===== config.mk =====
export PLATFORM = sky130hd
export DESIGN_NAME = resolution_upscaler_stream_flat
export DESIGN_NICKNAME = d
export VERILOG_FILES = /design/src/rtl/resolution_upscaler_stream_pkg.sv /design/src/rtl/resolution_upscaler_stream_if.sv /design/src/rtl/resolution_upscaler_stream_kernel.sv /design/src/rtl/resolution_upscaler_stream.sv /design/src/flat_wrapper.sv
export SDC_FILE = /design/constraint.sdc
export NUM_CORES = 2
export LEC_CHECK = 0
export ABC_AREA = 1
export CORE_AREA = 2 2 502 504
export CTS_BUF_LIST = sky130_fd_sc_hd__clkbuf_4 sky130_fd_sc_hd__clkbuf_8
export CTS_CLUSTER_DIAMETER = 100
export CTS_CLUSTER_SIZE = 24
export DETAILED_ROUTE_END_ITERATION = 16
export DIE_AREA = 0 0 504 506
export PLACE_DENSITY_LB_ADDON = 0.2
export REMOVE_ABC_BUFFERS = 1
export SLEW_MARGIN = 10
export SYNTH_ARGS = -nofsm -noshare
export SYNTH_HDL_FRONTEND = slang
export SYNTH_SLANG_ARGS = --single-unit
export TNS_END_PERCENT = 1

===== constraint.sdc =====
create_clock -name clk -period 3 [get_ports clk]
set_clock_uncertainty 0.15 [all_clocks]
set_input_delay 0.45 -clock clk [delete_from_list [all_inputs] [get_ports clk]]
set_output_delay 0.45 -clock clk [all_outputs]
set_load 0.005 [all_outputs]

===== src/rtl/resolution_upscaler_stream_pkg.sv =====
// Shared constants, mode enum and bit-offset helpers for the 2x2->3x3 block upscaler.
// Pixel p of block b, channel c sits at ((b*pixels + p)*CH + c)*BPC in a flat stream word.
package upscaler_pkg;

   localparam int IN_PIX  = 4;
   localparam int OUT_PIX = 9;
   localparam int DEF_CH  = 3;
   localparam int DEF_BPC = 8;
   localparam int PIX_W   = DEF_CH * DEF_BPC;

   typedef enum logic {
      UPS_NEAREST  = 1'b0,
      UPS_BILINEAR = 1'b1
   } ups_mode_e;

   function automatic int in_bit(input int b, input int p, input int c, input int ch, input int bpc);
      return ((b * IN_PIX + p) * ch + c) * bpc;
   endfunction

   function automatic int out_bit(input int b, input int q, input int c, input int ch, input int bpc);
      return ((b * OUT_PIX + q) * ch + c) * bpc;
   endfunction

endpackage


===== src/rtl/resolution_upscaler_stream_if.sv =====
// Input/output valid-ready streams, mode select and frame counter of the block upscaler.
// The master modport is the upstream/downstream environment; the slave modport is the upscaler.
interface resolution_upscaler_stream_if
   import upscaler_pkg::*;
#(
   parameter int LANES = 4,
   parameter int CH    = 3,
   parameter int BPC   = 8,
   parameter int CNT_W = 16
);

   localparam int S_W = LANES * IN_PIX * CH * BPC;
   localparam int M_W = LANES * OUT_PIX * CH * BPC;

   logic             mode;
   logic             s_valid;
   logic             s_ready;
   logic [S_W-1:0]   s_data;
   logic             s_last;
   logic             m_valid;
   logic             m_ready;
   logic [M_W-1:0]   m_data;
   logic             m_last;
   logic [CNT_W-1:0] blk_count;

   modport master (
      output mode, s_valid, s_data, s_last, m_ready,
      input  s_ready, m_valid, m_data, m_last, blk_count
   );

   modport slave (
      input  mode, s_valid, s_data, s_last, m_ready,
      output s_ready, m_valid, m_data, m_last, blk_count
   );

endinterface


===== src/rtl/resolution_upscaler_stream_kernel.sv =====
// One block, one channel of the 2x2->3x3 upscaler: stage 1 registers corners and sums, stage 2 the final pixels.
// UPSCALER_ROUND_EN selects round-half-up averages; otherwise averages truncate.
module upscale_kernel_2x2_3x3
   import upscaler_pkg::*;
#(
   parameter int BPC = 8
)
(
   input  logic                   clk,
   input  logic                   resetn,
   input  logic                   ld1_i,
   input  logic                   ld2_i,
   input  logic [IN_PIX*BPC-1:0]  pix_i,
   input  ups_mode_e              mode_i,
   output logic [OUT_PIX*BPC-1:0] q_o
);

   localparam int SW = BPC + 2;

`ifdef UPSCALER_ROUND_EN
   localparam logic [SW-1:0] BIAS2 = SW'(1);
   localparam logic [SW-1:0] BIAS4 = SW'(2);
`else
   localparam logic [SW-1:0] BIAS2 = SW'(0);
   localparam logic [SW-1:0] BIAS4 = SW'(0);
`endif

   logic [BPC-1:0] pixIn [IN_PIX];
   logic [BPC-1:0] corner_q [IN_PIX];
   logic [SW-1:0]  sumTop_q, sumBot_q, sumLeft_q, sumRight_q, sumAll_q;
   logic [SW-1:0]  sumTop_d, sumBot_d, sumLeft_d, sumRight_d, sumAll_d;
   logic [BPC-1:0] pixel_d [OUT_PIX];
   logic [BPC-1:0] pixel_q [OUT_PIX];

   always_comb begin
      for (int i = 0; i < IN_PIX; i++) pixIn[i] = pix_i[i*BPC +: BPC];
      sumTop_d   = SW'(pixIn[0]) + SW'(pixIn[1]);
      sumBot_d   = SW'(pixIn[2]) + SW'(pixIn[3]);
      sumLeft_d  = SW'(pixIn[0]) + SW'(pixIn[2]);
      sumRight_d = SW'(pixIn[1]) + SW'(pixIn[3]);
      sumAll_d   = SW'(pixIn[0]) + SW'(pixIn[1]) + SW'(pixIn[2]) + SW'(pixIn[3]);
   end

   always_ff @(posedge clk or negedge resetn) begin
      if (!resetn) begin
         for (int i = 0; i < IN_PIX; i++) corner_q[i] <= '0;
         sumTop_q   <= '0;
         sumBot_q   <= '0;
         sumLeft_q  <= '0;
         sumRight_q <= '0;
         sumAll_q   <= '0;
      end else if (ld1_i) begin
         for (int i = 0; i < IN_PIX; i++) corner_q[i] <= pixIn[i];
         sumTop_q   <= sumTop_d;
         sumBot_q   <= sumBot_d;
         sumLeft_q  <= sumLeft_d;
         sumRight_q <= sumRight_d;
         sumAll_q   <= sumAll_d;
      end
   end

   // Sums carry two guard bits, so bias-add-and-shift always fits back into BPC bits.
   always_comb begin
      for (int i = 0; i < OUT_PIX; i++) pixel_d[i] = '0;
      pixel_d[0] = corner_q[0];
      pixel_d[2] = corner_q[1];
      pixel_d[6] = corner_q[2];
      pixel_d[8] = corner_q[3];
      if (mode_i == UPS_BILINEAR) begin
         pixel_d[1] = BPC'((sumTop_q   + BIAS2) >> 1);
         pixel_d[7] = BPC'((sumBot_q   + BIAS2) >> 1);
         pixel_d[3] = BPC'((sumLeft_q  + BIAS2) >> 1);
         pixel_d[5] = BPC'((sumRight_q + BIAS2) >> 1);
         pixel_d[4] = BPC'((sumAll_q   + BIAS4) >> 2);
      end else begin
         pixel_d[1] = corner_q[0];
         pixel_d[3] = corner_q[0];
         pixel_d[4] = corner_q[0];
         pixel_d[5] = corner_q[1];
         pixel_d[7] = corner_q[2];
      end
   end

   always_ff @(posedge clk or negedge resetn) begin
      if (!resetn) begin
         for (int i = 0; i < OUT_PIX; i++) pixel_q[i] <= '0;
      end else if (ld2_i) begin
         for (int i = 0; i < OUT_PIX; i++) pixel_q[i] <= pixel_d[i];
      end
   end

   always_comb begin
      for (int i = 0; i < OUT_PIX; i++) q_o[i*BPC +: BPC] = pixel_q[i];
   end

endmodule


===== src/rtl/resolution_upscaler_stream.sv =====
// Streaming two-stage 2x2->3x3 upscaler: LANES blocks per beat, valid/ready in and out, per-frame beat counter.
// Averaging rounds half up when UPSCALER_ROUND_EN is defined (handled inside the kernel), truncates otherwise.
module resolution_upscaler_stream
   import upscaler_pkg::*;
#(
   parameter int LANES = 4,
   parameter int CH    = 3,
   parameter int BPC   = 8,
   parameter int CNT_W = 16
)
(
   input logic clk,
   input logic resetn,
   resolution_upscaler_stream_if.slave bus
);

   localparam int M_W = LANES * OUT_PIX * CH * BPC;

   logic             v1_q, v1_d, v2_q, v2_d;
   logic             last1_q, last1_d, last2_q, last2_d;
   ups_mode_e        mode1_q, mode1_d;
   logic [CNT_W-1:0] cnt_q, cnt_d;
   logic             adv1, adv2, sReady, acc, ld2, xfer;
   logic [M_W-1:0]   mData;

   // Each stage may load whenever the stage after it is empty or draining, so a full pipe still streams.
   always_comb begin
      adv2   = !v2_q || bus.m_ready;
      adv1   = !v1_q || adv2;
      sReady = resetn && adv1;
      acc    = bus.s_valid && sReady;
      ld2    = adv2 && v1_q;
      xfer   = v2_q && bus.m_ready;
   end

   always_comb begin
      v1_d    = v1_q;
      v2_d    = v2_q;
      mode1_d = mode1_q;
      last1_d = last1_q;
      last2_d = last2_q;
      cnt_d   = cnt_q;
      if (adv1) begin
         v1_d = acc;
         if (acc) begin
            mode1_d = ups_mode_e'(bus.mode);
            last1_d = bus.s_last;
         end
      end
      if (adv2) begin
         v2_d = v1_q;
         if (v1_q) last2_d = last1_q;
      end
      if (xfer) cnt_d = last2_q ? '0 : cnt_q + CNT_W'(1);
   end

   always_ff @(posedge clk or negedge resetn) begin
      if (!resetn) begin
         v1_q    <= 1'b0;
         v2_q    <= 1'b0;
         mode1_q <= UPS_NEAREST;
         last1_q <= 1'b0;
         last2_q <= 1'b0;
         cnt_q   <= '0;
      end else begin
         v1_q    <= v1_d;
         v2_q    <= v2_d;
         mode1_q <= mode1_d;
         last1_q <= last1_d;
         last2_q <= last2_d;
         cnt_q   <= cnt_d;
      end
   end

   for (genvar b = 0; b < LANES; b++) begin : g_lane
      for (genvar c = 0; c < CH; c++) begin : g_ch
         logic [IN_PIX*BPC-1:0]  kPix;
         logic [OUT_PIX*BPC-1:0] kOut;

         for (genvar p = 0; p < IN_PIX; p++) begin : g_in
            assign kPix[p*BPC +: BPC] = bus.s_data[in_bit(b, p, c, CH, BPC) +: BPC];
         end

         upscale_kernel_2x2_3x3 #(.BPC(BPC)) u_kernel (
            .clk    (clk),
            .resetn (resetn),
            .ld1_i  (acc),
            .ld2_i  (ld2),
            .pix_i  (kPix),
            .mode_i (mode1_q),
            .q_o    (kOut)
         );

         for (genvar q = 0; q < OUT_PIX; q++) begin : g_out
            assign mData[out_bit(b, q, c, CH, BPC) +: BPC] = kOut[q*BPC +: BPC];
         end
      end
   end

   assign bus.s_ready   = sReady;
   assign bus.m_valid   = v2_q;
   assign bus.m_last    = last2_q;
   assign bus.m_data    = mData;
   assign bus.blk_count = cnt_q;

endmodule


===== src/flat_wrapper.sv =====
// flat-port wrapper written by rule: the top's interface ports become plain ports
module resolution_upscaler_stream_flat import upscaler_pkg::*;
#(
   parameter int LANES = 4,
   parameter int CH    = 3,
   parameter int BPC   = 8,
   parameter int CNT_W = 16
)
  (clk, resetn, bus_mode, bus_s_valid, bus_s_data, bus_s_last, bus_m_ready, bus_s_ready, bus_m_valid, bus_m_data, bus_m_last, bus_blk_count);
  resolution_upscaler_stream_if #(.LANES(LANES), .CH(CH), .BPC(BPC), .CNT_W(CNT_W)) bus_i ();
  input logic clk;
  input logic resetn;
  input wire logic [$bits(bus_i.mode)-1:0] bus_mode;
  input wire logic [$bits(bus_i.s_valid)-1:0] bus_s_valid;
  input wire logic [$bits(bus_i.s_data)-1:0] bus_s_data;
  input wire logic [$bits(bus_i.s_last)-1:0] bus_s_last;
  input wire logic [$bits(bus_i.m_ready)-1:0] bus_m_ready;
  output wire logic [$bits(bus_i.s_ready)-1:0] bus_s_ready;
  output wire logic [$bits(bus_i.m_valid)-1:0] bus_m_valid;
  output wire logic [$bits(bus_i.m_data)-1:0] bus_m_data;
  output wire logic [$bits(bus_i.m_last)-1:0] bus_m_last;
  output wire logic [$bits(bus_i.blk_count)-1:0] bus_blk_count;
  assign bus_i.mode = bus_mode;
  assign bus_i.s_valid = bus_s_valid;
  assign bus_i.s_data = bus_s_data;
  assign bus_i.s_last = bus_s_last;
  assign bus_i.m_ready = bus_m_ready;
  assign bus_s_ready = bus_i.s_ready;
  assign bus_m_valid = bus_i.m_valid;
  assign bus_m_data = bus_i.m_data;
  assign bus_m_last = bus_i.m_last;
  assign bus_blk_count = bus_i.blk_count;
  resolution_upscaler_stream #(.LANES(LANES), .CH(CH), .BPC(BPC), .CNT_W(CNT_W)) u_core (.clk(clk), .resetn(resetn), .bus(bus_i));
endmodule

**Word-level counts from Yosys, hierarchy flattened**

Index checks and enable logic that the tools add are counted.

- Bits in registers: 1821
- Bits in latches: 0
- RAM bits: 0
- Memory bits (read-only): 0
- Input bits: 390
- Output and inout bits: 883
- Word-level logic and storage cells: 342
- Memories kept: 0

- $add $sub $neg: 73
- Multiply operators: 0
- Divide/modulo/power cells: 0
- $lt $le $gt $ge: 0
- Eq/ne operators: 0
- Shift operators: 0
- Multiplexer cells: 37
- Bitwise gates (word level): 0
- Reductions and logical operators: 10

Operators with widths:

| kind | count |
|---|---|
| $add A8 B8 Y9 | 48 |
| $mux W24 | 12 |
| $mux W8 | 24 |
| $add A10 B8 Y10 | 12 |
| $add A9 B8 Y10 | 12 |
| $add A16 B1 Y16 const B | 1 |
| $mux W16 | 1 |
| $logic_and A1 B1 Y1 | 4 |
| $reduce_and A2 Y1 | 2 |
| $logic_not A1 Y1 | 2 |
| $logic_or A1 B1 Y1 | 2 |

**Logic depth before layout (Yosys ltp)**

- Depth in word-level cells: 6
- Mapped depth: 19

**By module**

From an unflattened synthesis, not the netlist that was laid out.

- Cells, all modules: 10815
- Area, all modules: 89400.7 um^2

Modules (own cells, without submodules):

| module | instances | cells an instance | area an instance (um^2) |
|---|---|---|---|
| upscale_kernel_2x2_3x3 (u_core.g_lane[0].g_ch[1].u_kernel ...) | 5 | 888 | 7355.8 |
| upscale_kernel_2x2_3x3 (u_core.g_lane[0].g_ch[0].u_kernel ...) | 3 | 888 | 7358.3 |
| upscale_kernel_2x2_3x3 (u_core.g_lane[2].g_ch[2].u_kernel ...) | 2 | 888 | 7333.3 |
| upscale_kernel_2x2_3x3 (u_core.g_lane[3].g_ch[1].u_kernel) | 1 | 888 | 7340.8 |
| upscale_kernel_2x2_3x3 (u_core.g_lane[3].g_ch[0].u_kernel) | 1 | 888 | 7337.0 |
| resolution_upscaler_stream | 1 | 159 | 1202.4 |

**Worst setup path after synthesis**

OpenSTA, ideal clock, no wires.

- Path kind: in2reg
- From: input bus_s_data[16]
- To: register u_core.g_lane[0].g_ch[2].u_kernel.sumAll_q[7]
- Setup time: 117 ps
- Data arrival time: 2864 ps
- Setup slack: -132 ps
- Stages on the path: 15
- Path through: ha_1 -> inv_1 -> fa_1 -> nand3b_1 -> nand2_1 -> xor2_1 -> fa_1 -> ha_1 -> nand2_1 -> o21ai_0 -> nand2_1 -> nand2_1 -> nand2_1 -> nand3_1 -> nand2_1

- Word-level cells in the longest chain between the ends: 3

RTL lines:

| item | RTL line | source |
|---|---|---|
| start, declared | flat_wrapper.sv:15 | `input wire logic [$bits(bus_i.s_data)-1:0] bus_s_data;` |
| $add A8 B8 Y9 | n/a |  |
| net u_core.g_lane[0].g_ch[2].u_kernel.sumTop_d[4] | resolution_upscaler_stream_kernel.sv:31 | `logic [SW-1:0] sumTop_d, sumBot_d, sumLeft_d, sumRight_d, sumAll_d;` |
| $add A9 B8 Y10 | resolution_upscaler_stream_kernel.sv:41 | `sumAll_d = SW'(pixIn[0]) + SW'(pixIn[1]) + SW'(pixIn[2]) + SW'(pixIn[3]);` |
| $add A10 B8 Y10 | resolution_upscaler_stream_kernel.sv:41 |  |
| end signal, assigned | resolution_upscaler_stream_kernel.sv:58 | `sumAll_q <= sumAll_d;` |
| end, declared | resolution_upscaler_stream_kernel.sv:30 | `logic [SW-1:0] sumTop_q, sumBot_q, sumLeft_q, sumRight_q, sumAll_q;` |

The timed path passes the listed nets, and every way through them passes these cells.
A chain may end at the register's enable or synchronous reset.

**Worst setup path after layout**

- From: input bus_s_data[200]
- To: register u_core.g_lane[2].g_ch[1].u_kernel.sumAll_q[7]

- Word-level cells in the longest chain between the ends: 3

RTL lines:

| item | RTL line |
|---|---|
| $add A8 B8 Y9 | resolution_upscaler_stream_kernel.sv:41 |
| $add A9 B8 Y10 | resolution_upscaler_stream_kernel.sv:41 |
| $add A10 B8 Y10 | resolution_upscaler_stream_kernel.sv:41 |
| end signal, assigned | resolution_upscaler_stream_kernel.sv:58 |
| end, declared | resolution_upscaler_stream_kernel.sv:30 |

Every way passes these cells.

==> results.toml <==
[drt]
drt_iter0_drc = 6174
routedWlPerCell_um = 21.1
vias_per_cell = 4.95
first_pass_iters = 6
drc = 0
drtAntennaViolNets = 0
vias = 80100
wl_um = 342000

[critical_path]
worstPathArrival_ns = 3.65
cp.required_ns = 3.69
critPathKind = "input pin to register"
worstSetupStartpointType = "input pin"
crit_fanout = 3
critPathCaptureType = "register"

[placed_design]
gp_congestion = 0.952
placedCellCount = 16000
placed_area_sq_mm = 0.112
dp_hpwl_um = 266000
port_buffers = 1272

[global_route]
gr-total-overflow = 0
grt_pass1_vias = 78900
antenna_found_initial = 58
grt_max_degree = 168
grt_pass1_wl_um = 511000
gr-usage-all-layers = 0.263

[worst_hold_path]
hold_class = "input pin to register"

[layout]
layout.cells.non_filler = 16200
final_nets = 13800
area_delta_synth_final_pct = 28.8
drive_gt1_frac = 0.0868
n_fill_cell = 24800
fin_area_sq_mm = 0.115
finish.utilization = 0.458

[logic_synthesis]
synth_cell_type_count = 30
yosysTopAreaCell = "dfrtp_1"
syn-cell-area_sq_mm = 0.0890
synth_warnings = 0
synth_top_area_frac = 0.492
synthArstFlopShare = 1.00
synth_edf_count = 0
yosysMostFrequentCell = "nand2_1"
synth_top_flop_cell = "dfrtp_1"
syn_inst = 10900
synth-seq-cells = 1749
syn_avg_cell_area_sq_um = 8.18
ys_seq_area_frac = 0.492
ys_top_cells_by_count = "nand2_1, dfrtp_1, inv_1, o21ai_0, nor2_1"
synthTopCellsByArea = "dfrtp_1, nand2_1, ha_1, o21ai_0, inv_1"

[clock_network]
clk_latency_ns = 0.91
clock_sinks = 1749
cts_buffers = 95
h-tree-depth = 3
cts.reportedPaths.clkPinSlew_ns = 0.14
cts_root_buffer = "clkbuf_8"
tritoncts = "yes"
clockBufferDepth = 3

[job]
cap_violations = 0

[floorplanning]
num_rows = 184
start_util = 0.356
dieWidth_um = 504
die_y_um = 506
die_area_sq_mm = 0.255
core_region_area_sq_mm = 0.250
io_pins = 1273

[sta]
hold_viol = 0
fin_crit_ns = 2.97
timing.slew.headroom = 0.245
tightest_slew_ns = 1.13
fin_crit_sh = 0.989
report.final.slew_viol_count = 0
clock.fmax_mhz = 337
tns_ns = 0
rsz0062_at_grt = "yes"
finalSetupViolCount = 0

[power]
peakVddDrop_uv = 417
power_density_mw_per_mm2 = 642
p_leak_nw = 55.9

[status]
status = "finished clean"
## per-layer routing
metal,vias to the layer above,routed length (um),GRT usage,part of all wire
li1,38600,-,-,-
met1,38700,146000,0.342,0.43
met2,2333,158000,0.426,0.46
met3,513,20600,0.0462,0.060
met4,28,16900,0.120,0.049
met5,-,198,0,0.00058
## power by group
group          internal, mW  total (mW)  switching [mW]
Combinational          13.6        27.6            14.0
Sequential             29.3        34.0            4.74
Clock                  3.45        11.9            8.45
Total                  46.4        73.5            27.2
## cell usage in the layout (no fill, tap or decap), drive strengths merged, types with 34 or more instances in the layout
cell type         n
nand3b           95
clkbuf          104
fa              144
o21ai           910
clkdlybuf4s50  1269
nand2          3946
nand3           364
o21bai           34
nor2            891
dlygate4sd3      71
a21oi           233
dfrtp          1749
a31oi           481
ha              445
xor2             52
inv             955
buf             919
## sequential cells by signal, indices dropped and copies added (netlist names)
name,count
u_core.bus.blk_count,16
u_core.bus.m_last,1
u_core.bus.m_valid,1
u_core.g_lane.g_ch.u_kernel.corner_q,384
u_core.g_lane.g_ch.u_kernel.q_o,864
u_core.g_lane.g_ch.u_kernel.sumAll_q,96
u_core.g_lane.g_ch.u_kernel.sumBot_q,96
u_core.g_lane.g_ch.u_kernel.sumLeft_q,96
u_core.g_lane.g_ch.u_kernel.sumRight_q,96
u_core.g_lane.g_ch.u_kernel.sumTop_q,96
u_core.last1_q,1
u_core.mode1_q,1
u_core.v1_q,1
## kinds of logic (layout without fill, tap and decap cells)
| logic type | after synthesis | after routing | synth area share |
|---|---|---|---|
| AND/OR/NAND/NOR | 5363 | 5363 | 0.237 |
| flip-flops | 1749 | 1749 | 0.492 |
| AO/OA/AOI/OAI | 1701 | 1701 | 0.105 |
| buffers and inverters | 1405 | 3339 | 0.0639 |
| adder cells (fa/ha/maj) | 589 | 589 | 0.0950 |
| XOR/XNOR | 74 | 74 | 0.00728 |
| other | 0 | 33 | 0 |
## stage by stage
| step | hold slack [ns] | total power, mW | setup slack (ns) |
|---|---|---|---|
| detailed placement | 0.196 | 61.9 | -1.14 |
| floorplan | 0.00441 | 45.0 | -33.14 |
| finish | 0.0622 | 73.5 | 0.0331 |
| global route | 0.0161 | 78.2 | -0.0718 |
| global placement | 0.195 | 61.6 | -1.20 |
| CTS | 0.00135 | 74.1 | 0.0180 |
## area by class of cell
| cell class | instances | area, sq um | share of cell area |
|---|---|---|---|
| Antenna cell | 33 | 82.6 | 0.000720 |
| Clock buffer | 104 | 1400 | 0.0122 |
| Clock inverter | 36 | 439 | 0.00383 |
| Inverter | 938 | 3540 | 0.0309 |
| Multi-Input combinational cell | 7727 | 39700 | 0.347 |
| Sequential cell | 1749 | 43800 | 0.382 |
| Tap cell | 3348 | 4190 | 0.0365 |
| Timing Repair Buffer | 2261 | 21500 | 0.187 |
## path summary, 6_finish.rpt
path	start	to	slack (ns)	depth (start not counted)
max	bus_s_data[200]	u_core.g_lane[2].g_ch[1].u_kernel.sumAll_q[7]	0.03	13
min	bus_s_data[32]	u_core.g_lane[0].g_ch[1].u_kernel.sumRight_q[1]	0.06	4
max reg2reg	u_core.mode1_q	u_core.g_lane[0].g_ch[2].u_kernel.q_o[30]	0.82	4
min reg2reg	u_core.g_lane[3].g_ch[1].u_kernel.sumAll_q[2]	u_core.g_lane[3].g_ch[1].u_kernel.sumAll_q[2]	0.34	2
max in group asynchronous	resetn	u_core.g_lane[1].g_ch[2].u_kernel.corner_q[6]	0.19	6
min in group asynchronous	resetn	u_core.g_lane[0].g_ch[2].u_kernel.q_o[8]	0.75	4
## what timing repair did
item | in CTS | in global routing
resized for setup | 1 | 47
hold endpoints to repair | 1022 | 1
hold buffers | 71 | 1
pin swaps | 0 | 1
endpoints found under the setup margin | 2 | 45
setup buffers | 0 | 0
## critical path, cell delays in order
cell             delay (ns)
clkdlybuf4s50_1        0.45
buf_12                 0.16
ha_2                   0.22
fa_2                   0.44
xnor2_1                0.25
fa_1                   0.51
fa_1                   0.50
o21ai_2                0.22
nand2_1                0.10
buf_4                  0.14
nand3_1                0.06
nand3_1                0.07
nand2_1                0.07
Note: power is estimated with default switching activity, not from simulation.
